File: src/rtl/dm_pkg.sv
`default_nettype none
// ---------------------------------------------------------------------------
// dm : shared DTM types - DTMCS register layout and JTAG instruction codes
// Revision: 1.0
// ---------------------------------------------------------------------------
package dm;

  typedef enum logic [4:0] {
    BYPASS0   = 5'h00,
    IDCODE    = 5'h01,
    DTMCSR    = 5'h10,
    DMIACCESS = 5'h11,
    BYPASS1   = 5'h1f
  } ir_reg_e;

  typedef struct packed {
    logic [31:18] zero1;
    logic         dmihardreset;
    logic         dmireset;
    logic         zero0;
    logic [2:0]   idle;
    logic [1:0]   dmistat;
    logic [5:0]   abits;
    logic [3:0]   version;
  } dtmcs_t;

endpackage
`default_nettype wire

File: src/rtl/dmi_tap_ctrl_clk.sv
`default_nettype none
// ---------------------------------------------------------------------------
// tc_clk_inverter / tc_clk_mux2 : clock cells for the TDO output register
// Revision: 1.0
// ---------------------------------------------------------------------------
module tc_clk_inverter (
  input  logic clk_i,
  output logic clk_no
);
  assign clk_no = ~clk_i;
endmodule

module tc_clk_mux2 (
  input  logic clk0_i,
  input  logic clk1_i,
  input  logic clk_sel_i,
  output logic clk_o
);
  assign clk_o = clk_sel_i ? clk1_i : clk0_i;
endmodule
`default_nettype wire

File: src/rtl/dmi_tap_ctrl.sv
`default_nettype none
// ---------------------------------------------------------------------------
// dmi_tap_ctrl : IEEE 1149.1 TAP controller and IR/DR front end for the DTM
// Revision: 1.0
// ---------------------------------------------------------------------------
module dmi_tap_ctrl
  import dm::*;
#(
  parameter int unsigned IrLength    = 5,
  parameter logic [31:0] IdcodeValue = 32'h0000_0001
) (
  input  logic       tck_i,
  input  logic       trst_ni,
  input  logic       tms_i,
  input  logic       td_i,
  output logic       td_o,
  output logic       tdo_oe_o,
  input  logic       testmode_i,
  output logic       test_logic_reset_o,
  output logic       shift_dr_o,
  output logic       update_dr_o,
  output logic       capture_dr_o,
  output logic       dmi_access_o,
  output logic       dtmcs_select_o,
  output logic       dmi_reset_o,
  input  logic [1:0] dmi_error_i,
  output logic       dmi_tdi_o,
  input  logic       dmi_tdo_i
);

  typedef enum logic [3:0] {
    TestLogicReset, RunTestIdle, SelectDrScan, CaptureDr,
    ShiftDr, Exit1Dr, PauseDr, Exit2Dr, UpdateDr,
    SelectIrScan, CaptureIr, ShiftIr, Exit1Ir, PauseIr, Exit2Ir, UpdateIr
  } tap_state_e;

  tap_state_e          state_q;
  logic [IrLength-1:0] ir_q, ir_shift_q;
  logic [31:0]         idcode_q, idcode_d;
  dtmcs_t              dtmcs_q, dtmcs_d;
  logic                bypass_q, bypass_d;
  logic                sel_idcode, sel_dtmcs, sel_dmi, sel_bypass;
  logic                tdo_mux, tck_n, tdo_clk;
  logic                td_q, tdo_oe_q;

  always_ff @(posedge tck_i or negedge trst_ni) begin
    if (!trst_ni) begin
      state_q <= TestLogicReset;
    end else begin
      case (state_q)
        TestLogicReset: state_q <= tms_i ? TestLogicReset : RunTestIdle;
        RunTestIdle:    state_q <= tms_i ? SelectDrScan   : RunTestIdle;
        SelectDrScan:   state_q <= tms_i ? SelectIrScan   : CaptureDr;
        CaptureDr:      state_q <= tms_i ? Exit1Dr        : ShiftDr;
        ShiftDr:        state_q <= tms_i ? Exit1Dr        : ShiftDr;
        Exit1Dr:        state_q <= tms_i ? UpdateDr       : PauseDr;
        PauseDr:        state_q <= tms_i ? Exit2Dr        : PauseDr;
        Exit2Dr:        state_q <= tms_i ? UpdateDr       : ShiftDr;
        UpdateDr:       state_q <= tms_i ? SelectDrScan   : RunTestIdle;
        SelectIrScan:   state_q <= tms_i ? TestLogicReset : CaptureIr;
        CaptureIr:      state_q <= tms_i ? Exit1Ir        : ShiftIr;
        ShiftIr:        state_q <= tms_i ? Exit1Ir        : ShiftIr;
        Exit1Ir:        state_q <= tms_i ? UpdateIr       : PauseIr;
        PauseIr:        state_q <= tms_i ? Exit2Ir        : PauseIr;
        Exit2Ir:        state_q <= tms_i ? UpdateIr       : ShiftIr;
        UpdateIr:       state_q <= tms_i ? SelectDrScan   : RunTestIdle;
        default:        state_q <= TestLogicReset;
      endcase
    end
  end

  assign test_logic_reset_o = (state_q == TestLogicReset);
  assign shift_dr_o         = (state_q == ShiftDr);
  assign update_dr_o        = (state_q == UpdateDr);
  assign capture_dr_o       = (state_q == CaptureDr);

  // IR is also forced on the edge entering Test-Logic-Reset, so decodes are clean there.
  always_ff @(posedge tck_i or negedge trst_ni) begin
    if (!trst_ni) begin
      ir_q       <= IrLength'(IDCODE);
      ir_shift_q <= '0;
    end else if (state_q == TestLogicReset || (state_q == SelectIrScan && tms_i)) begin
      ir_q <= IrLength'(IDCODE);
    end else begin
      case (state_q)
        CaptureIr: ir_shift_q <= IrLength'(5'b00101);
        ShiftIr:   ir_shift_q <= {td_i, ir_shift_q[IrLength-1:1]};
        UpdateIr:  ir_q       <= ir_shift_q;
        default:   ;
      endcase
    end
  end

  assign sel_idcode     = (ir_q == IrLength'(IDCODE));
  assign sel_dtmcs      = (ir_q == IrLength'(DTMCSR));
  assign sel_dmi        = (ir_q == IrLength'(DMIACCESS));
  assign sel_bypass     = !(sel_idcode || sel_dtmcs || sel_dmi);
  assign dmi_access_o   = sel_dmi;
  assign dtmcs_select_o = sel_dtmcs;
  assign dmi_tdi_o      = td_i;
  assign dmi_reset_o    = (state_q == UpdateDr) && sel_dtmcs && dtmcs_q.dmireset;

  always_comb begin
    idcode_d = idcode_q;
    dtmcs_d  = dtmcs_q;
    bypass_d = bypass_q;
    if (state_q == CaptureDr) begin
      if (sel_idcode) idcode_d = IdcodeValue | 32'h1;
      if (sel_dtmcs) begin
        dtmcs_d         = '0;
        dtmcs_d.version = 4'd1;
        dtmcs_d.abits   = 6'd7;
        dtmcs_d.dmistat = dmi_error_i;
        dtmcs_d.idle    = 3'd1;
      end
      if (sel_bypass) bypass_d = 1'b0;
    end else if (state_q == ShiftDr) begin
      if (sel_idcode) idcode_d = {td_i, idcode_q[31:1]};
      if (sel_dtmcs)  dtmcs_d  = dtmcs_t'({td_i, dtmcs_q[31:1]});
      if (sel_bypass) bypass_d = td_i;
    end
  end

  always_ff @(posedge tck_i or negedge trst_ni) begin
    if (!trst_ni) begin
      idcode_q <= '0;
      dtmcs_q  <= '0;
      bypass_q <= 1'b0;
    end else begin
      idcode_q <= idcode_d;
      dtmcs_q  <= dtmcs_d;
      bypass_q <= bypass_d;
    end
  end

  always_comb begin
    tdo_mux = 1'b0;
    if (state_q == ShiftIr) begin
      tdo_mux = ir_shift_q[0];
    end else if (state_q == ShiftDr) begin
      if (sel_idcode)     tdo_mux = idcode_q[0];
      else if (sel_dtmcs) tdo_mux = dtmcs_q[0];
      else if (sel_dmi)   tdo_mux = dmi_tdo_i;
      else                tdo_mux = bypass_q;
    end
  end

  tc_clk_inverter u_tck_inv (
    .clk_i  (tck_i),
    .clk_no (tck_n)
  );

  tc_clk_mux2 u_tdo_clk_mux (
    .clk0_i    (tck_n),
    .clk1_i    (tck_i),
    .clk_sel_i (testmode_i),
    .clk_o     (tdo_clk)
  );

  always_ff @(posedge tdo_clk or negedge trst_ni) begin
    if (!trst_ni) begin
      td_q     <= 1'b0;
      tdo_oe_q <= 1'b0;
    end else begin
      td_q     <= tdo_mux;
      tdo_oe_q <= (state_q == ShiftIr) || (state_q == ShiftDr);
    end
  end

  assign td_o     = td_q;
  assign tdo_oe_o = tdo_oe_q;

endmodule
`default_nettype wire

File: config.mk
export PLATFORM = sky130hd
export DESIGN_NAME = dmi_tap_ctrl
export DESIGN_NICKNAME = d
export VERILOG_FILES = /design/src/rtl/dm_pkg.sv /design/src/rtl/dmi_tap_ctrl_clk.sv /design/src/rtl/dmi_tap_ctrl.sv
export SDC_FILE = /design/constraint.sdc
export NUM_CORES = 1
export LEC_CHECK = 0
export BUFFER_PORTS_ARGS = -buffer_cell sky130_fd_sc_hd__buf_2
export CAP_MARGIN = 20
export CORE_ASPECT_RATIO = 0.5
export CORE_MARGIN = 5
export CORE_UTILIZATION = 25
export DETAILED_ROUTE_END_ITERATION = 16
export SYNTH_ARGS = -nofsm -noshare
export SYNTH_HDL_FRONTEND = slang
export SYNTH_SLANG_ARGS = --single-unit
File: constraint.sdc
create_clock -name tck_i -period 2.6 [get_ports tck_i]
set_clock_uncertainty 0.2 [all_clocks]
set_input_delay 0.13 -clock tck_i [delete_from_list [all_inputs] [get_ports tck_i]]
set_output_delay 0.13 -clock tck_i [all_outputs]
set_load 0.005 [all_outputs]
==> impl_metrics.yaml <==
logic_synthesis:
  synth_cells: 300
  synth_area_sq_um: 3430
  syn_avg_cell_area_sq_um: 11.4
  ys_seq_elements: 81
  synthFlopType: "dfrtp_1"
  synth_seq_area_share_pct: 59.1
  syn_nets: 308
  yosysUniqueCellTypes: 45
  synth_edf_count: 0
  async_reset_ff_share_pct: 100
  yosysWarnings: 0
layout:
  multi_input_area_sq_um: 1250
  n_fill_cell: 1314
  drive_gt1_share_pct: 22.0
  nets: 349
  n_antenna_cell: 0
  regArea_sq_um: 2030
  design_area_sq_um: 4420
  syn_to_final_growth_pct: 28.8
  utilization_pct: 32.7
pwr:
  power_density_nw_per_um2: 1080
  p_leak_nw: 2.08
  vdd_drop_max_mv: 0.364
worst_setup_path:
  cp_data_required_time_ns: 2.27
  crit_type: "reg -> out"
  slowest_stage: "dfrtp_1"
  cpPeakStageDelay_ns: 0.34
  crit_buf_inv: 1
  crit_fanout: 1
  arrival_ns: 2.57
  cp-end-kind: "output pin"
  crit_family: "flip-flops"
  ff2ff_setup_slack_ns: -0.20
  crit_chain: "buf_2"
  start_kind: "flip-flop"
drt:
  first_pass_iters: 5
  drt_iter0_drc: 162
  wire_per_inst_microns: 12.8
  vias: 2382
  routed_via_density: 4.56
  postRouteWirelength_mm: 6.66
  drc: 0
  drtAntennaViolNets: 0
placed_design:
  port_buffers: 17
  gp_congestion: 0.774
  placed_area_sq_um: 3780
  dp_hpwl_mm: 4.08
grt:
  use_met2_pct: 13.1
  grt_pass1_vias: 2323
  gr-usage-met1_pct: 11.0
  grt_pass1_wl_mm: 11.3
  grt_use_total_pct: 8.59
  grt_busiest_layer: "met2"
  grt_max_degree: 50
  gr-usage-met3_pct: 2.77
  antenna_found_initial: 0
  grt-ovfl-total: 0
clocking:
  clock_latency_ns: 0.56
  cts_tree: "yes"
  path_clk_slew_ns: 0.06
  post_cts_buffers: 0
timing:
  hold_viol: 0
  fin_ws_ns: -0.298
  rsz0062_at_grt: "true"
  tightest_slew_ns: 0.865
  setup_viol: 3
  slew_headroom_pct: 42.3
  slew_violations: 0
floorplan:
  start_util_pct: 25.4
  dieHeight_microns: 92.8
  io_pins: 18
  num_rows: 30
  core_region_area_sq_um: 13500
  die-area_sq_um: 16300
  die_w_microns: 176
min_path:
  hp-class: "in -> async"
flow_run:
  drv_cap: 0
outcome:
  violations: "negative setup slack"
  status: "finished, violations left"
==> registers in the layout, indices dropped and copies added, names as in the netlist <==
register,cells
idcode_q,32
bypass_q,1
td_o,1
state_q,4
ir_q,5
dtmcs_q,32
ir_shift_q,5
tdo_oe_o,1
==> synthesized netlist by cell type (2+ instances only) <==
| cell type | instances | area (sq um) |
|---|---|---|
| nand2b_1 | 2 | 12.5 |
| buf_6 | 4 | 45.0 |
| dfrtp_1 | 80 | 2000 |
| a22o_1 | 46 | 403 |
| nor3_1 | 3 | 15.0 |
| xnor2_1 | 2 | 17.5 |
| buf_1 | 3 | 11.3 |
| nand3_1 | 5 | 25.0 |
| nand2_1 | 42 | 158 |
| nor2_1 | 16 | 60.1 |
| clkbuf_1 | 2 | 7.51 |
| a211o_1 | 2 | 17.5 |
| a21oi_1 | 6 | 30.0 |
| o21ai_1 | 18 | 90.1 |
| o211ai_1 | 2 | 15.0 |
| o32ai_1 | 2 | 17.5 |
| inv_1 | 8 | 30.0 |
| nor4_1 | 2 | 12.5 |
| buf_4 | 6 | 45.0 |
| o21ai_0 | 11 | 55.1 |
| mux2i_1 | 7 | 70.1 |
| buf_2 | 8 | 40.0 |
==> cells in the final DEF, fill, tap and decap left out, types with 2 or more instances in the layout <==
cell,synthesis,final
dfrtp_1,80,80
a22o_1,46,46
nand2_1,42,42
buf_4,6,22
o21ai_1,18,18
clkbuf_16,0,16
buf_2,8,16
nor2_1,16,15
o21ai_0,11,10
inv_1,8,8
mux2i_1,7,7
dlygate4sd3_1,0,7
a21oi_1,6,6
nand3_1,5,5
bufinv_16,0,4
nor3_1,3,3
nor4_1,2,2
o211ai_1,2,2
a211o_1,2,2
nand2b_1,2,2
xnor2_1,2,2
o2111ai_4,1,2
nor2_2,1,2
==> through the flow <==
stage	setup slack [ns]	total power [mW]	hold WS (ns)	instances	TNS (ns)
4_1_cts	-0.329	4.79	0.0491	522	-0.862
6_report	-0.298	4.77	0.0391	522	-0.788
2_1_floorplan	-0.486	2.34	-0.366	300	-0.486
3_5_place_dp	-0.409	2.64	-0.260	492	-0.409
5_1_grt	-0.333	5.03	0.111	522	-0.919
3_3_place_gp	-0.419	2.62	-0.261	492	-0.419
==> cells by family after synthesis <==
group / after synthesis / share of synthesized area [%]
and+or+nand+nor: 82 / 11.7
xor gates and xnor gates: 2 / 0.511
DFF: 81 / 59.1
AOI/OAI and AO/OA: 94 / 20.6
buffers and inverters: 32 / 5.32
muxes: 9 / 2.70
==> final timing paths <==
check                          startpoint          end  cells after the start
max                                  td_o         td_o                      1
min                               trst_ni  dtmcs_q[25]                      3
max reg2reg                       ir_q[0]         td_o                      4
min reg2reg                   dtmcs_q[12]  dtmcs_q[12]                      2
max in group asynchronous         trst_ni     tdo_oe_o                      3
min in group tck_i         dmi_error_i[0]  dtmcs_q[10]                      4
==> metal layers <==
| layer | share of wire, % | vias to the layer above |
|---|---|---|
| met4 | 1.1 | 0 |
| met2 | 47 | 38 |
| li1 | - | 1156 |
| met5 | 0 | - |
| met3 | 2.7 | 10 |
| met1 | 49 | 1178 |
==> repair_timing <==
action	4_1_cts	5_1_grt
resized for setup	0	5
gates cloned	0	0
endpoints found under the hold margin	61	0
pin swaps	1	0
setup endpoints to repair	3	3
hold buffers	7	0
==> worst reg2reg max path: stages (launching register included) <==
cell and delay [ns]:
dfstp_2 0.53, nor4b_4 0.25, mux2_4 0.34, a22oi_2 0.17
o32ai_2 0.10
==> where the power goes <==
group	switching, mW	internal (mW)	leakage (nW)
Sequential	0.107	1.42	1.09
Clock	0.583	1.54	0.268
Combinational	0.668	0.457	0.716
==> cell type report <==
class	count	share of cell area, %
sequential	81	45.9
multi-input combinational	187	28.4
tap	176	4.98
clock buffer	18	9.46
timing repair buffer	46	7.59
inverter	9	0.765
clock inverter	5	2.92
(Power assumes the default switching activity.)
